$ cat config.mk
export PLATFORM = sky130hd
export DESIGN_NAME = uc_seq_flat
export DESIGN_NICKNAME = d
export VERILOG_FILES = /design/src/rtl/uc_seq_pkg.sv /design/src/rtl/uc_seq_if.sv /design/src/rtl/uc_seq_dec.sv /design/src/rtl/uc_seq.sv /design/src/flat_wrapper.sv
export SDC_FILE = /design/constraint.sdc
export NUM_CORES = 1
export LEC_CHECK = 0
export CORE_AREA = 2 2 39 41
export DETAILED_ROUTE_END_ITERATION = 6
export DIE_AREA = 0 0 41 43
export GPL_TIMING_DRIVEN = 0
export PLACE_DENSITY = 0.68
export SLEW_MARGIN = 20
export SYNTH_ARGS = -nofsm -noshare
export SYNTH_HDL_FRONTEND = slang
export SYNTH_SLANG_ARGS = --single-unit
$ cat constraint.sdc
create_clock -name clk -period 3.2 [get_ports clk]
set_input_delay 0.64 -clock clk [delete_from_list [all_inputs] [get_ports clk]]
set_output_delay 0.64 -clock clk [all_outputs]
set_load 0.1 [all_outputs]
$ cat src/rtl/uc_seq_pkg.sv
// Shared definitions for the microcontroller control path: state encoding,
// opcode classes and ALU operation codes used by both control unit and datapath.
package uc_pkg;

    typedef enum logic [1:0] {
        ST_BOOT    = 2'd0,
        ST_RUN     = 2'd1,
        ST_WAITING = 2'd2,
        ST_HALTED  = 2'd3
    } state_t;

    typedef enum logic [2:0] {
        CLS_ALU  = 3'd0,
        CLS_LI   = 3'd1,
        CLS_NOP  = 3'd2,
        CLS_WAIT = 3'd3,
        CLS_J    = 3'd4,
        CLS_JZ   = 3'd5,
        CLS_JNZ  = 3'd6,
        CLS_HALT = 3'd7
    } opc_class_t;

    typedef enum logic [2:0] {
        ALU_PASS_A = 3'b000,
        ALU_NOT_A  = 3'b001,
        ALU_ADD    = 3'b010,
        ALU_SUB    = 3'b011,
        ALU_AND    = 3'b100,
        ALU_OR     = 3'b101,
        ALU_NEG_A  = 3'b110,
        ALU_NEG_B  = 3'b111
    } alu_op_t;

    localparam logic [3:0] GRP_LI   = 4'b0000;
    localparam logic [3:0] GRP_NOP  = 4'b0001;
    localparam logic [3:0] GRP_WAIT = 4'b0011;
    localparam logic [3:0] GRP_JUMP = 4'b0100;

    localparam logic [5:0] OPC_J    = 6'b010000;
    localparam logic [5:0] OPC_JZ   = 6'b010001;
    localparam logic [5:0] OPC_JNZ  = 6'b010010;
    localparam logic [5:0] OPC_HALT = 6'b010011;

    localparam logic [2:0] ALU_OP_IDLE = ALU_PASS_A;

    function automatic logic opc_legal(input logic [5:0] opc);
        logic [3:0] grp;
        grp = opc[5:2];
        return opc[5] || (grp == GRP_LI) || (grp == GRP_NOP) ||
               (grp == GRP_WAIT) || (grp == GRP_JUMP);
    endfunction

    // Undefined opcodes fall back to NOP so the core keeps stepping.
    function automatic opc_class_t classify(input logic [5:0] opc);
        opc_class_t cls;
        cls = CLS_NOP;
        if (opc[5])                   cls = CLS_ALU;
        else if (opc[5:2] == GRP_LI)  cls = CLS_LI;
        else if (opc[5:2] == GRP_WAIT) cls = CLS_WAIT;
        else if (opc == OPC_J)        cls = CLS_J;
        else if (opc == OPC_JZ)       cls = CLS_JZ;
        else if (opc == OPC_JNZ)      cls = CLS_JNZ;
        else if (opc == OPC_HALT)     cls = CLS_HALT;
        return cls;
    endfunction

endpackage

$ cat src/rtl/uc_seq_if.sv
// Opcode/zero-flag to control-line link between the control unit (master)
// and the single-cycle datapath (slave).
interface uc_seq_if;
    logic [5:0] opcode;
    logic       z;
    logic       s_inc;
    logic       s_inm;
    logic       we3;
    logic       wez;
    logic [2:0] op;
    logic       pc_en;

    modport master (
        input  opcode, z,
        output s_inc, s_inm, we3, wez, op, pc_en
    );

    modport slave (
        output opcode, z,
        input  s_inc, s_inm, we3, wez, op, pc_en
    );
endinterface

$ cat src/rtl/uc_seq_dec.sv
// Pure combinational instruction decoder: opcode and zero flag to raw control
// lines, plus class strobes the sequencer uses for its state decisions.
module uc_dec
    import uc_pkg::*;
(
    input  logic [5:0] opcode,
    input  logic       z,
    output logic       s_inc,
    output logic       s_inm,
    output logic       we3,
    output logic       wez,
    output logic [2:0] op,
    output logic       is_wait,
    output logic       is_halt,
    output logic       is_illegal
);

    always_comb begin
        s_inc      = 1'b1;
        s_inm      = 1'b0;
        we3        = 1'b0;
        wez        = 1'b0;
        op         = ALU_OP_IDLE;
        is_wait    = 1'b0;
        is_halt    = 1'b0;
        is_illegal = !opc_legal(opcode);

        case (classify(opcode))
            CLS_ALU: begin
                op  = opcode[4:2];
                we3 = 1'b1;
                wez = 1'b1;
            end
            CLS_LI: begin
                s_inm = 1'b1;
                we3   = 1'b1;
            end
            CLS_WAIT: is_wait = 1'b1;
            CLS_J:    s_inc   = 1'b0;
            CLS_JZ:   s_inc   = ~z;
            CLS_JNZ:  s_inc   = z;
            CLS_HALT: is_halt = 1'b1;
            default:  s_inc   = 1'b1;
        endcase
    end

endmodule

$ cat src/rtl/uc_seq.sv
// Sequenced control unit: boot hold, multi-cycle WAIT and HALT/resume wrapped
// around the instruction decoder, with Mealy outputs and a sticky illegal flag.
module uc_seq
    import uc_pkg::*;
#(
    parameter int WAIT_W = 2
) (
    input  logic     clk,
    input  logic     reset,
    input  logic     start,
    input  logic     resume,
    uc_seq_if.master bus,
    output logic     halted,
    output logic     illegal
);

    state_t            state, state_nxt;
    logic [WAIT_W-1:0] cnt, cnt_nxt;
    logic              illegal_nxt;

    logic       d_s_inc;
    logic       d_s_inm;
    logic       d_we3;
    logic       d_wez;
    logic [2:0] d_op;
    logic       d_is_wait;
    logic       d_is_halt;
    logic       d_is_illegal;

    uc_dec u_dec (
        .opcode     (bus.opcode),
        .z          (bus.z),
        .s_inc      (d_s_inc),
        .s_inm      (d_s_inm),
        .we3        (d_we3),
        .wez        (d_wez),
        .op         (d_op),
        .is_wait    (d_is_wait),
        .is_halt    (d_is_halt),
        .is_illegal (d_is_illegal)
    );

    always_ff @(posedge clk or posedge reset) begin
        if (reset) begin
            state   <= ST_BOOT;
            cnt     <= '0;
            illegal <= 1'b0;
        end else begin
            state   <= state_nxt;
            cnt     <= cnt_nxt;
            illegal <= illegal_nxt;
        end
    end

    // Only RUN passes decoder lines through; every other state forces the
    // defaults so no register or flag write can leak out while stalled.
    always_comb begin
        state_nxt   = state;
        cnt_nxt     = cnt;
        illegal_nxt = illegal;
        bus.pc_en   = 1'b0;
        bus.s_inc   = 1'b1;
        bus.s_inm   = 1'b0;
        bus.we3     = 1'b0;
        bus.wez     = 1'b0;
        bus.op      = ALU_OP_IDLE;
        halted      = 1'b0;

        case (state)
            ST_BOOT: begin
                halted = 1'b1;
                if (start) state_nxt = ST_RUN;
            end
            ST_RUN: begin
                bus.pc_en   = 1'b1;
                bus.s_inc   = d_s_inc;
                bus.s_inm   = d_s_inm;
                bus.we3     = d_we3;
                bus.wez     = d_wez;
                bus.op      = d_op;
                illegal_nxt = illegal | d_is_illegal;
                if (d_is_wait) begin
                    bus.pc_en = 1'b0;
                    cnt_nxt   = WAIT_W'(bus.opcode[1:0]);
                    state_nxt = ST_WAITING;
                end else if (d_is_halt) begin
                    bus.pc_en = 1'b0;
                    state_nxt = ST_HALTED;
                end
            end
            ST_WAITING: begin
                if (cnt != '0) begin
                    cnt_nxt = cnt - WAIT_W'(1);
                end else begin
                    bus.pc_en = 1'b1;
                    state_nxt = ST_RUN;
                end
            end
            ST_HALTED: begin
                halted = 1'b1;
                if (resume) begin
                    bus.pc_en = 1'b1;
                    state_nxt = ST_RUN;
                end
            end
            default: state_nxt = ST_BOOT;
        endcase
    end

endmodule

$ cat src/flat_wrapper.sv
// flat-port wrapper written by rule: the top's interface ports become plain ports
module uc_seq_flat import uc_pkg::*;
#(
    parameter int WAIT_W = 2
)
  (clk, reset, start, resume, halted, illegal, bus_opcode, bus_z, bus_s_inc, bus_s_inm, bus_we3, bus_wez, bus_op, bus_pc_en);
  uc_seq_if bus_i ();
  input  logic clk;
  input  logic reset;
  input  logic start;
  input  logic resume;
  output logic halted;
  output logic illegal;
  input wire logic [$bits(bus_i.opcode)-1:0] bus_opcode;
  input wire logic [$bits(bus_i.z)-1:0] bus_z;
  output wire logic [$bits(bus_i.s_inc)-1:0] bus_s_inc;
  output wire logic [$bits(bus_i.s_inm)-1:0] bus_s_inm;
  output wire logic [$bits(bus_i.we3)-1:0] bus_we3;
  output wire logic [$bits(bus_i.wez)-1:0] bus_wez;
  output wire logic [$bits(bus_i.op)-1:0] bus_op;
  output wire logic [$bits(bus_i.pc_en)-1:0] bus_pc_en;
  assign bus_i.opcode = bus_opcode;
  assign bus_i.z = bus_z;
  assign bus_s_inc = bus_i.s_inc;
  assign bus_s_inm = bus_i.s_inm;
  assign bus_we3 = bus_i.we3;
  assign bus_wez = bus_i.wez;
  assign bus_op = bus_i.op;
  assign bus_pc_en = bus_i.pc_en;
  uc_seq #(.WAIT_W(WAIT_W)) u_core (.clk(clk), .reset(reset), .start(start), .resume(resume), .bus(bus_i), .halted(halted), .illegal(illegal));
endmodule
## After elaboration in Yosys (flattened, before gate mapping)

Index checks and enable logic that the tools add are counted.

| cells by class | value |
|---|---|
| bitwise gates (word level) | 2 |
| reduce and logical (&&, ||, !) cells | 14 |
| eq/ne operators | 22 |
| multiplexer cells | 34 |
| add/subtract/negate cells | 1 |

Operators by type and width:

| cell | count |
|---|---|
| $mux W3 | 9 |
| $eq A6 B5 Y1 const B | 4 |
| $mux W1 | 14 |
| $mux W2 | 7 |
| $eq A3 B3 Y1 const B | 4 |
| $pmux W2 S4 | 1 |
| $ne A2 B2 Y1 const B | 3 |
| $pmux W1 S3 | 2 |
| $eq A2 B2 Y1 const B | 2 |
| $eq A4 B1 Y1 const B | 1 |
| $eq A4 B2 Y1 const B | 1 |
| $eq A4 B3 Y1 const B | 1 |
| $logic_not A4 Y1 | 1 |
| $logic_or A1 B1 Y1 | 4 |
| $ne A2 B1 Y1 const B | 2 |
| $pmux W2 S2 | 1 |
| $reduce_and A4 Y1 | 1 |
| $reduce_bool A2 Y1 | 2 |
| $reduce_or A2 Y1 | 2 |
| $eq A3 B1 Y1 const B | 1 |
| $eq A3 B2 Y1 const B | 1 |
| $logic_not A3 Y1 | 1 |
| $ne A3 B1 Y1 const B | 1 |
| $reduce_and A3 Y1 | 1 |
| other kinds (6) | 6 |

| word-level totals | value |
|---|---|
| word-level logic and storage cells | 76 |
| flip-flop bits (word level) | 5 |
| input bits | 11 |
| output and inout bits | 10 |

## Depth between registers and ports, before layout

| logic depth | value |
|---|---|
| depth in word-level cells | 13 |
| mapped depth | 6 |

## Cells and area by module

Synthesis repeated with hierarchy kept, for this count alone.

| second synthesis, totals | value |
|---|---|
| cells, all modules | 69 |
| area, all modules | 559.3 um2 |

Modules (own cells, without submodules):

| module | times used | cells an instance | area each (um2) | sequential area each (um2) |
|---|---|---|---|---|
| uc_seq | 1 | 54 | 461.7 | 125.1 |
| uc_dec | 1 | 15 | 97.6 | 0.0 |

## Worst setup path after synthesis

OpenSTA, ideal clock, no wires.

| timing path | value |
|---|---|
| kind | in2out |
| start point | input port bus_opcode[4] |
| end point | output port bus_pc_en |
| path slack | 0.123 ns |
| stages on the path | 4 |
| arrival | 2.437 ns |
| required time | 2.560 ns |
| path buffers | 0 |
| cells stage by stage | or3b_1 o31a_1 a222oi_1 nor2_1 |

| between the ends | value |
|---|---|
| longest elaborated chain between the ends | 13 |
| elaborated cells between the ends (all ways) | 20 |
| classes of those cells | eq/ne: 7; mux: 12; reduce/logical: 1 |

Ends and longest elaborated chain:

| item | line | source |
|---|---|---|
| from (decl) | flat_wrapper.sv:14 | `input wire logic [$bits(bus_i.opcode)-1:0] bus_opcode;` |
| $eq A6 B5 Y1 | uc_seq_pkg.sv:63 | `else if (opc == OPC_HALT) cls = CLS_HALT;` |
| $mux W3 | uc_seq_pkg.sv:63 |  |
| $mux W3 | uc_seq_pkg.sv:62 | `else if (opc == OPC_JNZ) cls = CLS_JNZ;` |
| $mux W3 | uc_seq_pkg.sv:61 | `else if (opc == OPC_JZ) cls = CLS_JZ;` |
| $mux W3 | uc_seq_pkg.sv:60 | `else if (opc == OPC_J) cls = CLS_J;` |
| $mux W3 | uc_seq_pkg.sv:59 | `else if (opc[5:2] == GRP_WAIT) cls = CLS_WAIT;` |
| $mux W3 * | uc_seq_pkg.sv:58 | `else if (opc[5:2] == GRP_LI) cls = CLS_LI;` |
| $mux W3 * | uc_seq_pkg.sv:57 | `if (opc[5]) cls = CLS_ALU;` |
| $eq A3 B3 Y1 | uc_seq_dec.sv:28 | `case (classify(opcode))` |
| $mux W1 | uc_seq_dec.sv:28 |  |
| $mux W1 | uc_seq.sv:86 | `end else if (d_is_halt) begin` |
| $mux W1 * | uc_seq.sv:82 | `if (d_is_wait) begin` |
| $pmux W1 S3 * | uc_seq.sv:69 | `case (state)` |
| to (decl) | flat_wrapper.sv:21 | `output wire logic [$bits(bus_i.pc_en)-1:0] bus_pc_en;` |

Mark *: on every way between the ends. The rest lies on a longest branch, timed or not.

## Worst setup path in the final report

| timing path | value |
|---|---|
| start point | input port bus_opcode[2] |
| end point | output port bus_pc_en |

The elaborated chain is that of the path after synthesis.

==> reports/metrics.yaml <==
status:
  status: "completed"
critical_path:
  path_cells: "clkdlybuf4s50_1 > or3b_1 > o31a_1 > a222oi_1 > nor2_1 > buf_6"
  regToRegStartpoint: "u_core.state[1]"
  worstPathArrival_ns: 2.45
  slowest_delay_ns: 0.48
  r2r_cells: 6
  path_max_fanout: 5
  worstSetupPathType: "primary input to primary output"
  setup.worst_path.end: "bus_pc_en"
  end_kind: "primary output"
  crit_path_start_kind: "primary input"
  required_ns: 2.56
  crit_slowest_cell: "clkdlybuf4s50_1"
  rr_endpoint: "u_core.state[0]"
  crit_path_start: "bus_opcode[2]"
  r2r_setup_slack_ns: 1.59
sta:
  period_needed_ns: 3.09
  fin_crit_sh: 0.966
  finalHoldViolations: 0
  setup_viol: 0
  drv_slew: 0
  rsz0062_at_grt: "false"
  max_freq_mhz: 323
  slew_headroom: 0.358
  fin_ws_ns: 0.107
  worstMarginPinSlew_ns: 0.960
  skew_ns: 0.00343
global_route:
  grt_max_degree: 11
  track_usage: 0.157
  antenna_found_initial: 0
  grt_first_pass_wirelength_mm: 1.88
  grt_pass1_vias: 454
  gr-total-overflow: 0
floorplanning:
  die_x_um: 41
  rows: 14
  start_util: 0.345
  core_area_um2: 1380
  num_io_pins: 21
  die_area_um2: 1760
  die_y_um: 43
route:
  antenna_left: 0
  first_pass_iters: 4
  vias_per_cell: 5.09
  finalWirelength_mm: 1.17
  drcViolationCount: 0
  drt-wirelength-per-cell_um: 12.2
  drt_iter0_drc: 14
  vias: 489
placement:
  dp.cells: 90
  hpwlAfterDp_um: 892
  gp_congestion: 0.736
  place_ws_ns: -0.770
  portBuffers: 20
final_layout:
  synthToLayoutAreaGrowth_pct: 54.2
  multiInputGateArea_um2: 319
  diodes: 0
  instances_no_fill: 96
  nNetsFinal: 97
  drive_gt1_frac: 0.100
  regArea_um2: 125
  nFillCells: 133
  final_cell_mix: "11 x clkdlybuf4s50_1, 8 x inv_1, 6 x dlygate4sd2_1, 5 x ha_1, 5 x dfrtp_1"
  final_common_cell: "clkdlybuf4s50_1"
yosys:
  ys_seq_area_frac: 0.262
  yosysTopAreaCellShare: 0.262
  synth.avg_cell_area_um2: 8.85
  syn_inst: 54
  synth_fp_nets: 70
  synth_area_leaders: "dfrtp_1 26%, ha_1 13%, mux2i_1 8.4%"
  yosys_warnings: 0
  ys_ff_latch: 5
  ys_types: 25
  synth_top_cell_by_area: "dfrtp_1"
  synth_area_um2: 478
clock_network:
  cts_buffers: 3
  path_clk_slew_ns: 0.05
  cts.sinks: 5
  tritoncts: "yes"
  clk_path_buf_depth: 2
  htree_num_levels: 1
  clk-insertion-delay-late_ns: 0.25
  cts_root_buf: "clkbuf_4"
flow_run:
  maxCapViolations: 0
worst_hold_path:
  hold_class: "register to register"
how the worst min path moves through the flow:
stage,startpoint,to,cells after the start
floorplan,reset,u_core.cnt[0],1
global placement,u_core.illegal,u_core.illegal,1
detailed placement,u_core.illegal,u_core.illegal,1
CTS,u_core.illegal,u_core.illegal,1
global route,u_core.illegal,u_core.illegal,1
finish,u_core.illegal,u_core.illegal,1
cell families (layout without fill, tap and decap cells):
kind of cell | count (synthesis) | count (layout) | share of synthesized area
flops | 5 | 5 | 0.262
fa+ha+maj | 5 | 5 | 0.131
compound gates | 14 | 14 | 0.241
mux | 4 | 4 | 0.0838
simple gates | 17 | 17 | 0.212
buf+inv | 9 | 35 | 0.0707
per-layer routing:
metal	track usage	share of wire	vias to the layer above
li1	-	-	248
met1	0.216	0.49	218
met2	0.209	0.43	19
met3	0.0366	0.054	4
met4	0.100	0.025	0
met5	0	0	-
metrics by stage:
stage               instance area [µm²]  hold WS (ns)  setup TNS, ns   util
detailed placement                  698         0.472          -1.40  0.505
finish                              737         0.475              0  0.533
global placement                    698         0.463          -1.40  0.505
floorplan                           478         0.419              0      -
CTS                                 719         0.483              0  0.520
global route                        737         0.510              0  0.533
registers in the layout, indices dropped and copies added, names as in the netlist:
signal / flops
u_core.cnt: 2
u_core.state: 2
u_core.illegal: 1
cell usage after synthesis:
cell / count
inv_1: 8
dfrtp_1: 5
ha_1: 5
mux2i_1: 4
and3_1: 3
a21oi_1: 2
and2_1: 2
nand2_1: 2
nand2b_1: 2
nor2_1: 2
nor3_1: 2
o21a_1: 2
o21ai_0: 2
o21ai_1: 2
a221oi_4: 1
a222oi_1: 1
a311oi_1: 1
clkbuf_1: 1
nor2b_1: 1
o21bai_1: 1
o221ai_1: 1
o31a_1: 1
or3_1: 1
or3b_1: 1
or4bb_1: 1
worst max-delay path, delay by kind of cell:
kind	cells	cell delay (ns)
and+or+nand+nor	2	0.54
AOI/OAI and AO/OA	2	0.60
buffers and inverters	2	0.67
area by class of cell:
class | count | share of cell area
sequential | 5 | 0.170
multi-input combinational | 40 | 0.433
tap | 16 | 0.0272
buffer | 1 | 0.00509
clock buffer | 4 | 0.0357
timing repair buffer | 22 | 0.289
inverter | 8 | 0.0407
what timing repair did:
action / 4_1_cts / 5_1_grt
buffers inserted: 0 / 2
pin swaps: 1 / 1
setup endpoints to repair: 8 / 1
hold buffers: 0 / 0
gates resized for setup: 16 / 1
Power is not shown: default switching activity piles up to over one toggle a cycle in this logic, so the estimate is an artifact.
